### src/rtl/tick_pkg.sv
// Shared definitions for the market-data tick path: frame layout, magic/type bytes,
// side encoding (also used by the order-book stage) and the decoder FSM states.
package tick_pkg;

    localparam int unsigned MSG_LEN   = 20;
    localparam logic [7:0]  MAGIC     = 8'hA5;
    localparam logic [7:0]  MSG_TICK  = 8'h01;

    localparam logic [4:0]  OFF_TYPE  = 5'd1;
    localparam logic [4:0]  OFF_SIDE  = 5'd2;
    localparam logic [4:0]  OFF_PRICE = 5'd3;
    localparam logic [4:0]  OFF_QTY   = 5'd11;
    localparam logic [4:0]  OFF_CHK   = 5'(MSG_LEN - 1);

    typedef enum logic {
        SIDE_BUY  = 1'b0,
        SIDE_SELL = 1'b1
    } side_e;

    typedef enum logic [2:0] {
        StIdle,
        StHdr,
        StBody,
        StChk,
        StDrain
    } state_e;

    // Only 8'h00 and 8'h01 are legal side bytes on the wire.
    function automatic logic side_byte_ok(input logic [7:0] b);
        return b[7:1] == 7'd0;
    endfunction

endpackage

### src/rtl/tick_xor_acc.sv
// Running XOR of accepted frame bytes; clear has priority over enable.
module tick_xor_acc (
    input  logic       clk,
    input  logic       clear,
    input  logic       en,
    input  logic [7:0] din,
    output logic [7:0] acc
);

    always_ff @(posedge clk) begin
        if (clear) begin
            acc <= '0;
        end else if (en) begin
            acc <= acc ^ din;
        end
    end

endmodule

### src/rtl/udp_tick_decoder.sv
// Parses one 20-byte market-data payload into a price/qty/side tick; drops and counts bad frames.
// Define UDP_TICK_CHECKSUM_EN to verify the trailing XOR checksum byte.
module udp_tick_decoder
    import tick_pkg::*;
(
    input  logic        clk,
    input  logic        rst_n,
    input  logic [7:0]  in_data,
    input  logic        in_valid,
    input  logic        in_last,
    output logic        in_ready,
    output logic [63:0] tick_price,
    output logic [63:0] tick_qty,
    output logic        tick_side,
    output logic        tick_valid,
    output logic        drop_pulse,
    output logic [15:0] err_count
);

    state_e      state;
    logic [4:0]  idx;
    logic [63:0] price_stage;
    logic [63:0] qty_stage;
    side_e       side_stage;
    logic        accept;
    logic        chk_ok;
    logic        byte_err;

    assign in_ready = rst_n;
    assign accept   = in_valid & in_ready;

`ifdef UDP_TICK_CHECKSUM_EN
    logic [7:0] xor_val;

    // Every accepted in_last returns the FSM to IDLE, so that is where the sum is cleared.
    tick_xor_acc u_xor_acc (
        .clk   (clk),
        .clear (~rst_n | (accept & in_last)),
        .en    (accept & (state != StChk) & (state != StDrain)),
        .din   (in_data),
        .acc   (xor_val)
    );

    assign chk_ok = (in_data == xor_val);
`else
    assign chk_ok = 1'b1;
`endif

    always_comb begin
        byte_err = 1'b0;
        unique case (state)
            StIdle:  byte_err = (in_data != MAGIC) | in_last;
            StHdr: begin
                if (idx == OFF_TYPE) begin
                    // A foreign message type is discarded silently, whatever its length.
                    byte_err = (in_data == MSG_TICK) & in_last;
                end else begin
                    byte_err = ~side_byte_ok(in_data) | in_last;
                end
            end
            StBody:  byte_err = in_last;
            StChk:   byte_err = ~chk_ok | ~in_last;
            default: byte_err = 1'b0;
        endcase
    end

    always_ff @(posedge clk) begin
        if (!rst_n) begin
            state       <= StIdle;
            idx         <= '0;
            price_stage <= '0;
            qty_stage   <= '0;
            side_stage  <= SIDE_BUY;
            tick_price  <= '0;
            tick_qty    <= '0;
            tick_side   <= 1'b0;
            tick_valid  <= 1'b0;
            drop_pulse  <= 1'b0;
            err_count   <= '0;
        end else begin
            tick_valid <= 1'b0;
            drop_pulse <= 1'b0;
            if (accept) begin
                if (byte_err) begin
                    drop_pulse <= 1'b1;
                    if (err_count != 16'hFFFF) begin
                        err_count <= err_count + 16'd1;
                    end
                    state <= in_last ? StIdle : StDrain;
                    idx   <= '0;
                end else begin
                    unique case (state)
                        StIdle: begin
                            state <= StHdr;
                            idx   <= OFF_TYPE;
                        end
                        StHdr: begin
                            if (idx == OFF_TYPE) begin
                                if (in_data != MSG_TICK) begin
                                    state <= in_last ? StIdle : StDrain;
                                    idx   <= '0;
                                end else begin
                                    idx <= OFF_SIDE;
                                end
                            end else begin
                                side_stage <= in_data[0] ? SIDE_SELL : SIDE_BUY;
                                state      <= StBody;
                                idx        <= OFF_PRICE;
                            end
                        end
                        StBody: begin
                            if (idx < OFF_QTY) begin
                                price_stage <= {price_stage[55:0], in_data};
                            end else begin
                                qty_stage <= {qty_stage[55:0], in_data};
                            end
                            idx <= idx + 5'd1;
                            if (idx == OFF_CHK - 5'd1) begin
                                state <= StChk;
                            end
                        end
                        StChk: begin
                            tick_price <= price_stage;
                            tick_qty   <= qty_stage;
                            tick_side  <= side_stage;
                            tick_valid <= 1'b1;
                            state      <= StIdle;
                            idx        <= '0;
                        end
                        StDrain: begin
                            if (in_last) begin
                                state <= StIdle;
                                idx   <= '0;
                            end
                        end
                        default: begin
                            state <= StIdle;
                            idx   <= '0;
                        end
                    endcase
                end
            end
        end
    end

endmodule

### config.mk
export PLATFORM = sky130hd
export DESIGN_NAME = udp_tick_decoder
export DESIGN_NICKNAME = d
export VERILOG_FILES = /design/src/rtl/tick_pkg.sv /design/src/rtl/tick_xor_acc.sv /design/src/rtl/udp_tick_decoder.sv
export SDC_FILE = /design/constraint.sdc
export NUM_CORES = 1
export LEC_CHECK = 0
export ABC_AREA = 1
export BUFFER_PORTS_ARGS = -buffer_cell sky130_fd_sc_hd__buf_2
export CORE_ASPECT_RATIO = 1.2
export CORE_MARGIN = 4
export CORE_UTILIZATION = 55
export DETAILED_ROUTE_END_ITERATION = 10
export HOLD_SLACK_MARGIN = 0.06
export PLACE_DENSITY = 0.77
export SYNTH_ARGS = -nofsm -noshare
export SYNTH_HDL_FRONTEND = slang
export SYNTH_SLANG_ARGS = --single-unit
### constraint.sdc
create_clock -name clk -period 5.7 [get_ports clk]
set_input_delay 0.57 -clock clk [delete_from_list [all_inputs] [get_ports clk]]
set_output_delay 0.57 -clock clk [all_outputs]
set_load 0.01 [all_outputs]
==> results.py, run 1 <==
metrics = {
    "floorplanning": {
        "rows": 59,
        "io_pins": 160,
        "die_width_um": 144.1,
        "initial_core_util_pct": 56.16,
        "core_um2": 21780,
        "die-area_um2": 24690,
        "die_h_um": 171.3,
    },
    "final_layout": {
        "nNetsFinal": 2015,
        "syn_to_final_growth_pct": 13.38,
        "drive_gt1_share_pct": 11.23,
        "multi_input_area_um2": 4915,
        "fill_cells": 2039,
        "regArea_um2": 5685,
        "final_area_um2": 13870,
    },
    "synthesis": {
        "syn_area_per_cell_um2": 6.450,
        "syn_inst": 1896,
        "synthesis.area_um2": 12230,
        "ys_seq_area_share_pct": 46.49,
        "synth.most_common_cell": "nand2_1",
        "synth_top_area_cell": "dfxtp_1",
        "synth_edf_count": 0,
        "synthFlopType": "dfxtp_1",
        "synth_nets": 1912,
        "ys_top_cells_by_count": "568 x nand2_1, 551 x nor2_1, 287 x inv_1, 284 x dfxtp_1, 33 x clkbuf_1",
        "ys_types": 29,
        "synthTopCellsByArea": "dfxtp_1 46%, nand2_1 17%, nor2_1 17%",
        "async_flop_share_pct": 0,
        "synth_seq_cells": 284,
        "netlist.area_leader.share_pct": 46.49,
        "ys_warn_count": 0,
    },
    "hold_path": {
        "min_to": "price_stage[1]$_SDFFE_PN0P_",
        "hold_class": "in2reg",
        "hold_depth": 3,
        "hp-start": "in_data[1]",
    },
    "pwr": {
        "p_sw_share_pct": 20.91,
        "clockPowerShare_pct": 47.5,
        "leakagePower_nw": 8.400,
        "intPower_mw": 3.173,
        "pwr-share-comb_pct": 2.6,
        "p_seq_share_pct": 49.9,
        "power_density_nw_per_um2": 289.3,
        "p_switching_mw": 0.8389,
        "peakVddDrop_mv": 0.2065,
    },
    "worst_setup_path": {
        "rrSetupSlack_ns": 2.37,
        "worstSetupEndpointType": "flop",
        "reg2reg_from": "idx[1]$_SDFFE_PN0P_",
        "r2r_end": "tick_qty[15]$_SDFFE_PN0P_",
        "setup.worst_path.class": "reg2reg",
        "crit_path_max_fanout": 196,
        "reg2regPathDepth": 13,
        "startpoint_type": "flop",
        "crit_start": "idx[1]$_SDFFE_PN0P_",
        "arrival_ns": 3.75,
        "required_ns": 6.12,
    },
    "drt": {
        "finalWirelength_um": 26670,
        "wl_per_cell_um": 11.62,
        "drc_errors": 0,
        "drt-initial-drc-count": 604,
        "dr.pass1.iters": 5,
        "postRouteAntennaNets": 0,
        "vias": 10450,
        "viasPerCell": 4.552,
    },
    "sta": {
        "finalSetupTns_ns": 0,
        "setup_viol": 0,
        "tightest_slew_ns": 1.201,
        "drv_slew": 0,
        "min_period_ns": 3.332,
        "finalHoldViolCount": 0,
        "hold-worst-slack_ns": 0.3100,
        "setup_ws_ns": 2.368,
        "skew_ns": 0.008728,
        "fin_crit_sh_pct": 58.46,
        "slew_headroom_pct": 19.94,
        "rsz0062_at_grt": "no",
        "fmax_mhz": 300.1,
    },
    "clock_tree": {
        "cts.sinks": 284,
        "clk_latency_ns": 0.53,
        "cts_buffers": 28,
        "ctsResizeCount": 0,
        "clockBufferDepth": 3,
        "cts_tree": "built",
        "cts_setup_buffers": 0,
        "htree_levels": 1,
        "clkTransAtPathRegs_ns": 0.06,
        "root_buffer": "clkbuf_16",
        "cts-hold-fix-buffers": 0,
    },
    "status": {
        "outcome": "finished clean",
    },
    "run": {
        "maxCapViolCount": 0,
    },
    "global_routing": {
        "grt_pass1_vias": 9435,
        "grt_pass1_wl_um": 44490,
        "grt_overflow": 0,
        "grt_usage_pct": 21.28,
        "grt_antenna_before_repair": 0,
        "grt_max_degree": 197,
    },
    "placed_design": {
        "dpl.hpwl_um": 16990,
        "dpl_cell_area_um2": 12890,
        "port_buffers": 159,
        "dp_slack_ns": 2.285,
        "place_congestion": 0.8687,
    },
}
==> per-layer routing <==
layer,GRT usage [%],share of wire (%)
met1,27.68,45
met2,36.70,48
met3,3.003,3.8
met4,6.347,2.6
met5,0,0
==> worst max-delay path, stage by stage, from the launching register on <==
cell and delay [ns]:
dfxtp_1 0.41, inv_1 0.08, ha_1 0.18, nand3b_1 0.16, nand2_2 0.12, nand2_1 0.13
nand2_2 0.11, nand2_2 0.23, inv_2 0.12, nand3b_4 0.52, buf_12 0.55, nand2_1 0.13
nand2_1 0.12, nor2_1 0.05
==> power groups by stage <==
stage	logic [mW]	clock network [mW]	registers, mW
after global placement	0.102	0	2.05
after detailed placement	0.104	0	2.05
final	0.104	1.91	2.00
after floorplan	0.0764	0	2.05
after CTS	0.104	1.95	2.00
after global routing	0.118	2.03	2.00
==> layout make-up <==
cell class,count,area share [%]
timing repair buffer,164,6.163
inverter,292,7.905
clock buffer,42,6.091
sequential,284,41.00
tap,274,2.472
clock inverter,10,0.9024
antenna,1,0.01805
multi-input combinational,1229,35.44
==> stage by stage <==
stage	total power, mW	utilization (%)	cells
floorplan	2.122	-	1896
global placement	2.147	59.21	2243
detailed placement	2.150	59.21	2243
CTS	4.055	63.66	2295
global route	4.153	63.66	2295
finish	4.012	63.67	2296
==> sequential cells by signal (all words and copies together) (netlist names) <==
name / cells
side_stage: 1
state: 3
price_stage: 64
tick_price: 64
drop_pulse: 1
tick_qty: 64
qty_stage: 64
err_count: 16
tick_valid: 1
tick_side: 1
idx: 5
==> cell families after synthesis <==
group	synth area share, %
flip-flops	46.49
AO/OA/AOI/OAI	1.422
XOR/XNOR	0.8594
adder cells (fa/ha/maj)	0.4093
AND/OR/NAND/NOR	37.29
buffers and inverters	13.53
==> worst max-delay path by stage <==
stage / endpoint / slack, ns / cells after the start
global route: qty_stage[42]$_SDFFE_PN0P_ / 2.12 / 12
CTS: qty_stage[52]$_SDFFE_PN0P_ / 2.43 / 12
finish: tick_qty[15]$_SDFFE_PN0P_ / 2.37 / 13
floorplan: tick_qty[27]$_SDFFE_PN0P_ / 3.77 / 12
global placement: qty_stage[44]$_SDFFE_PN0P_ / 2.36 / 12
detailed placement: qty_stage[46]$_SDFFE_PN0P_ / 2.29 / 12
==> cells in the final DEF (no fill, tap or decap), types with 3 or more instances in the layout <==
cell type	synthesis	routed
o21ai_0	7	7
nand2_1	568	568
buf_4	5	4
clkinv_2	0	7
nor3_1	10	10
nand4_1	9	9
dfxtp_1	284	284
inv_2	3	3
nand2_2	3	3
xor2_1	11	11
nand3_1	28	26
bufinv_16	0	3
inv_1	287	287
clkbuf_16	0	29
nor2_1	551	551
clkbuf_1	33	6
a21oi_1	21	21
nor2_2	3	3
buf_2	32	158
ha_1	4	4
clkbuf_8	0	8
Note: power is estimated with default switching activity, not from simulation.
==> run 2, diff against run 1 <==
==> constraint.sdc (replaced) <==
create_clock -name clk -period 3.2 [get_ports clk]
set_input_delay 0.32 -clock clk [delete_from_list [all_inputs] [get_ports clk]]
set_output_delay 0.32 -clock clk [all_outputs]
set_load 0.01 [all_outputs]
==> run 2 against run 1 <==
Net effect: via count down 0.35%; non-clock buffer count grew 8; utilization up 0.80 points; sequential power rose by 78%; critical path depth grew 1; flip-flop and latch count unchanged; count of clock-buffer cells in the layout decreased by 8; critical path type is now in2reg; critical endpoint is now tick_price[23]$_SDFFE_PN0P_.
==> results.py, run 2 (synthesis results as in run 1) <==
metrics = {
    "sta": {
        "min_period_ns": 2.628,
        "finalSetupTns_ns": 0,
        "setup_viol": 0,
        "fmax_mhz": 380.5,
        "finalHoldViolCount": 0,
        "slew_headroom_pct": 15.64,
        "fin_crit_sh_pct": 82.13,
        "setup_ws_ns": 0.5720,
        "rsz0062_at_grt": "no",
        "tightest_slew_ns": 1.265,
        "drv_slew": 0,
        "skew_ns": 0.01775,
    },
    "clock_tree": {
        "clkTransAtPathRegs_ns": 0.07,
        "cts_setup_buffers": 0,
        "cts.sinks": 284,
        "htree_levels": 1,
        "cts_buffers": 28,
        "cts-hold-fix-buffers": 1,
        "cts_tree": "built",
        "clk_latency_ns": 0.54,
        "root_buffer": "clkbuf_16",
        "ctsResizeCount": 0,
        "clockBufferDepth": 3,
    },
    "final_layout": {
        "fill_cells": 1988,
        "final_cell_mix": "568 x nand2_1, 551 x nor2_1, 287 x inv_1, 284 x dfxtp_1, 158 x buf_2",
        "regArea_um2": 5685,
        "final_area_um2": 14040,
        "layoutNonFillerInstCount": 2304,
        "final_common_cell": "nand2_1",
        "nNetsFinal": 2023,
        "syn_to_final_growth_pct": 14.82,
        "drive_gt1_share_pct": 11.73,
        "multi_input_area_um2": 4915,
    },
    "placed_design": {
        "port_buffers": 159,
        "dpl.hpwl_um": 17330,
        "dp_slack_ns": 0.6175,
        "dpl_cell_area_um2": 13060,
        "placed_cells": 2250,
        "place_congestion": 0.9568,
    },
    "worst_setup_path": {
        "setup.worst_path.class": "in2reg",
        "startpoint_type": "input pin",
        "arrival_ns": 3.09,
        "crit_path_max_fanout": 54,
        "required_ns": 3.66,
        "worstSetupEndpointType": "flop",
    },
    "drt": {
        "drt-initial-drc-count": 606,
        "vias": 10410,
        "drc_errors": 0,
        "finalWirelength_um": 26620,
        "postRouteAntennaNets": 0,
        "viasPerCell": 4.520,
        "wl_per_cell_um": 11.55,
        "dr.pass1.iters": 4,
    },
    "floorplanning": {
        "die_width_um": 144.1,
        "die_h_um": 171.3,
        "initial_core_util_pct": 56.16,
        "rows": 59,
        "core_um2": 21780,
        "die-area_um2": 24690,
        "io_pins": 160,
    },
    "global_routing": {
        "grt_antenna_before_repair": 0,
        "grt_usage_pct": 21.22,
        "grt_max_degree": 265,
        "grt_pass1_vias": 9359,
        "grt_pass1_wl_um": 44170,
        "grt_overflow": 0,
    },
    "pwr": {
        "leakagePower_nw": 8.480,
        "power_density_nw_per_um2": 508.7,
        "fin_total_pwr_mw": 7.143,
        "peakVddDrop_mv": 0.3511,
    },
    "status": {
        "outcome": "finished clean",
    },
    "run": {
        "maxCapViolCount": 0,
    },
    "hold_path": {
        "hold_class": "in2reg",
    },
}
[run 2: layout make-up]
type                       count  share of cell area (%)
multi-input combinational   1229                   35.00
antenna                        1                 0.01782
timing repair buffer         172                   7.334
tap                          274                   2.442
clock inverter                18                   1.390
sequential                   284                   40.49
inverter                     292                   7.806
clock buffer                  34                   5.516
[run 2: final timing paths]
check                                             start                          end  slack, ns  cells past startpoint
worst max register to register      idx[0]$_SDFFE_PN0P_  tick_price[23]$_SDFFE_PN0P_       0.61                     12
worst min register to register  side_stage$_SDFFE_PN0P_       tick_side$_SDFFE_PN0P_       0.49                      2
worst max-delay path                         in_data[1]  tick_price[23]$_SDFFE_PN0P_       0.57                     14
worst min-delay path                         in_data[6]  price_stage[6]$_SDFFE_PN0P_       0.08                      3
[run 2: layer usage]
metal | vias up | part of all wire [%] | track usage (%)
li1 | 5678 | - | -
met1 | 4515 | 45 | 27.71
met2 | 178 | 48 | 36.33
met3 | 43 | 4.4 | 2.948
met4 | 0 | 2.7 | 6.757
met5 | - | 0 | 0
[run 2: per-stage QoR]
step / util (%) / hold slack, ns
final: 64.48 / 0.07906
after global placement: 59.97 / 0.4650
after global routing: 64.46 / 0.08857
after CTS: 64.46 / 0.06263
after detailed placement: 59.97 / 0.4734
after floorplan: - / 0.4496
[run 2: critical path: stages]
cell and delay (ns):
dlygate4sd3_1 0.56, buf_2 0.15, inv_1 0.06, nand2_1 0.06
nor2_1 0.11, nand2_1 0.08, a21oi_2 0.28, nand2_2 0.23
inv_2 0.16, nand3b_4 0.41, buf_12 0.36, nand2_1 0.09
nand2_1 0.05, nor2_1 0.13
[run 2: report_power, final]
| group | total (mW) | switching, mW | internal, mW |
|---|---|---|---|
| Sequential | 3.57 | 0.0155 | 3.55 |
| Combinational | 0.188 | 0.143 | 0.0449 |
| Clock | 3.39 | 1.41 | 1.98 |
| Total | 7.14 | 1.57 | 5.58 |
==> run 3, diff against run 2 <==
--- a/config.mk
+++ b/config.mk
@@ -9,10 +9,10 @@
 export BUFFER_PORTS_ARGS = -buffer_cell sky130_fd_sc_hd__buf_2
 export CORE_ASPECT_RATIO = 1.2
 export CORE_MARGIN = 4
-export CORE_UTILIZATION = 55
+export CORE_UTILIZATION = 52
 export DETAILED_ROUTE_END_ITERATION = 10
 export HOLD_SLACK_MARGIN = 0.06
-export PLACE_DENSITY = 0.77
+export PLACE_DENSITY = 0.76
 export SYNTH_ARGS = -nofsm -noshare
 export SYNTH_HDL_FRONTEND = slang
 export SYNTH_SLANG_ARGS = --single-unit
==> constraint.sdc (replaced) <==
create_clock -name clk -period 2.15 [get_ports clk]
set_input_delay 0.215 -clock clk [delete_from_list [all_inputs] [get_ports clk]]
set_output_delay 0.215 -clock clk [all_outputs]
set_load 0.01 [all_outputs]
==> run 3 against run 2 <==
Net effect: routed wire length rose by 7.7%; power rose by 47%; non-clock buffer count rose by 31; highest routed layer unchanged.
==> results.py, run 3 (synthesis results as in run 1) <==
metrics = {
    "status": {
        "outcome": "finished clean",
    },
    "worst_setup_path": {
        "crit_path_frequent_cell": "nand2_1",
        "max_stage_delay_ns": 0.31,
        "worstSetupEndpointType": "flop",
        "arrival_ns": 2.53,
        "crit_slowest_cell": "dfxtp_1",
        "required_ns": 2.62,
        "reg2regPathDepth": 14,
        "startpoint_type": "flop",
        "crit_path_cell_trace": "inv_1 -> ha_1 -> nand3b_1 -> nand2_2 -> nand2_1 -> nand2_2 -> nand2_4 -> inv_4 -> nand3b_4 -> buf_12 -> clkbuf_16 -> nand2_1 -> nand2_1 -> nor2_1",
        "setup.worst_path.class": "reg2reg",
        "crit_path_max_fanout": 41,
        "rrSetupSlack_ns": 0.09,
    },
    "final_layout": {
        "final_cell_mix": "568 x nand2_1, 549 x nor2_1, 287 x inv_1, 284 x dfxtp_1, 158 x buf_2",
        "final_area_um2": 14430,
        "syn_to_final_growth_pct": 18.01,
        "drive_gt1_share_pct": 12.39,
        "multi_input_area_um2": 4933,
        "fill_cells": 2196,
        "nNetsFinal": 2055,
        "regArea_um2": 5685,
        "final_common_cell": "nand2_1",
        "num_antenna_cells": 0,
    },
    "sta": {
        "finalHoldViolCount": 0,
        "setup_viol": 0,
        "fmax_mhz": 485.3,
        "fin_crit_sh_pct": 95.83,
        "skew_ns": 0.009603,
        "rsz0062_at_grt": "yes",
        "drv_slew": 0,
        "tightest_slew_ns": 0.6995,
        "min_period_ns": 2.060,
        "hold-worst-slack_ns": 0.1215,
        "slew_headroom_pct": 52.94,
    },
    "floorplanning": {
        "die-area_um2": 26050,
        "io_pins": 160,
        "die_width_um": 148.0,
        "die_h_um": 176.0,
        "core_um2": 23200,
        "rows": 61,
        "initial_core_util_pct": 52.71,
    },
    "clock_tree": {
        "cts_tree": "built",
        "cts_buffers": 29,
        "clkTransAtPathRegs_ns": 0.06,
        "htree_levels": 1,
        "clk_latency_ns": 0.54,
        "cts.sinks": 284,
        "root_buffer": "clkbuf_16",
        "clockBufferDepth": 3,
    },
    "placed_design": {
        "port_buffers": 159,
        "place_congestion": 0.8780,
        "dpl_cell_area_um2": 13220,
        "dpl.hpwl_um": 17830,
    },
    "drt": {
        "wl_met3_um": 1294,
        "finalWirelength_um": 28660,
        "wl_per_cell_um": 12.08,
        "postRouteAntennaNets": 0,
        "vias": 10860,
        "drt-initial-drc-count": 552,
        "drc_errors": 0,
        "dr_wl_met2_um": 13930,
        "top_layer_used": "met4",
        "dr.pass1.iters": 4,
        "route.layer.met1.wl_um": 12600,
        "viasPerCell": 4.575,
    },
    "pwr": {
        "leakagePower_nw": 8.663,
        "intPower_mw": 8.244,
        "peakVddDrop_mv": 0.5172,
        "power_density_nw_per_um2": 726.7,
        "p_seq_share_pct": 50.6,
        "pwr-share-comb_pct": 3.2,
        "clockPowerShare_pct": 46.2,
        "p_switching_mw": 2.244,
        "p_sw_share_pct": 21.40,
    },
    "hold_path": {
        "hold_class": "in2reg",
        "hold_depth": 6,
    },
    "run": {
        "maxCapViolCount": 0,
    },
    "global_routing": {
        "grt_overflow": 0,
        "grt_max_degree": 144,
        "grt_pass1_wl_um": 45070,
        "grt_usage_pct": 20.19,
        "grt_antenna_before_repair": 0,
        "grt_pass1_vias": 9684,
    },
}
-- run 3: area by class of cell --
cell class | count | area share (%)
Multi-Input combinational cell | 1229 | 34.19
Inverter | 292 | 7.612
Timing Repair Buffer | 203 | 9.762
Sequential cell | 284 | 39.40
Tap cell | 315 | 2.731
Clock inverter | 7 | 0.6416
Clock buffer | 43 | 5.670
-- run 3: what timing repair did --
item	CTS	global route
endpoints found under the setup margin	0	214
hold endpoints to repair	16	0
hold buffers	8	0
buffers inserted	0	6
resized for setup	0	11
-- run 3: critical path: cells and delay by family, from the launching register on --
kind	cells	cell delay, ns
fa+ha+maj	1	0.13
buf+inv	4	0.57
flops	1	0.31
simple gates	9	0.99
-- run 3: worst paths after layout --
path | from | to
worst max register to register | idx[1]$_SDFFE_PN0P_ | tick_qty[59]$_SDFFE_PN0P_
worst max-delay path | idx[1]$_SDFFE_PN0P_ | tick_qty[59]$_SDFFE_PN0P_
worst min-delay path | in_last | state[2]$_SDFFE_PN0P_
worst min register to register | price_stage[60]$_SDFFE_PN0P_ | tick_price[60]$_SDFFE_PN0P_
-- run 3: metrics by stage --
step,setup slack (ns),power [mW],util (%),instances,TNS (ns)
floorplan,0.3247,5.625,-,1896,0
global placement,0.1546,5.721,56.98,2304,0
CTS,0.1009,10.59,61.25,2362,0
global route,-0.08784,10.86,62.20,2373,-1.429
detailed placement,0.1169,5.725,56.98,2304,0
finish,0.08958,10.49,62.20,2373,0
-- run 3: power by group through the flow --
| stage | sequential (mW) | combinational (mW) | clock [mW] |
|---|---|---|---|
| 2_1_floorplan | 5.42 | 0.203 | 0 |
| 3_3_place_gp | 5.42 | 0.298 | 0 |
| 3_5_place_dp | 5.42 | 0.302 | 0 |
| 4_1_cts | 5.31 | 0.315 | 4.97 |
| 5_1_grt | 5.31 | 0.369 | 5.19 |
| 6_report | 5.31 | 0.333 | 4.85 |
-- run 3: per-layer routing --
| metal | vias up | GRT usage (%) |
|---|---|---|
| met5 | - | 0 |
| met4 | 0 | 6.623 |
| met3 | 58 | 2.850 |
| met2 | 231 | 35.23 |
| met1 | 4808 | 25.79 |
| li1 | 5760 | - |
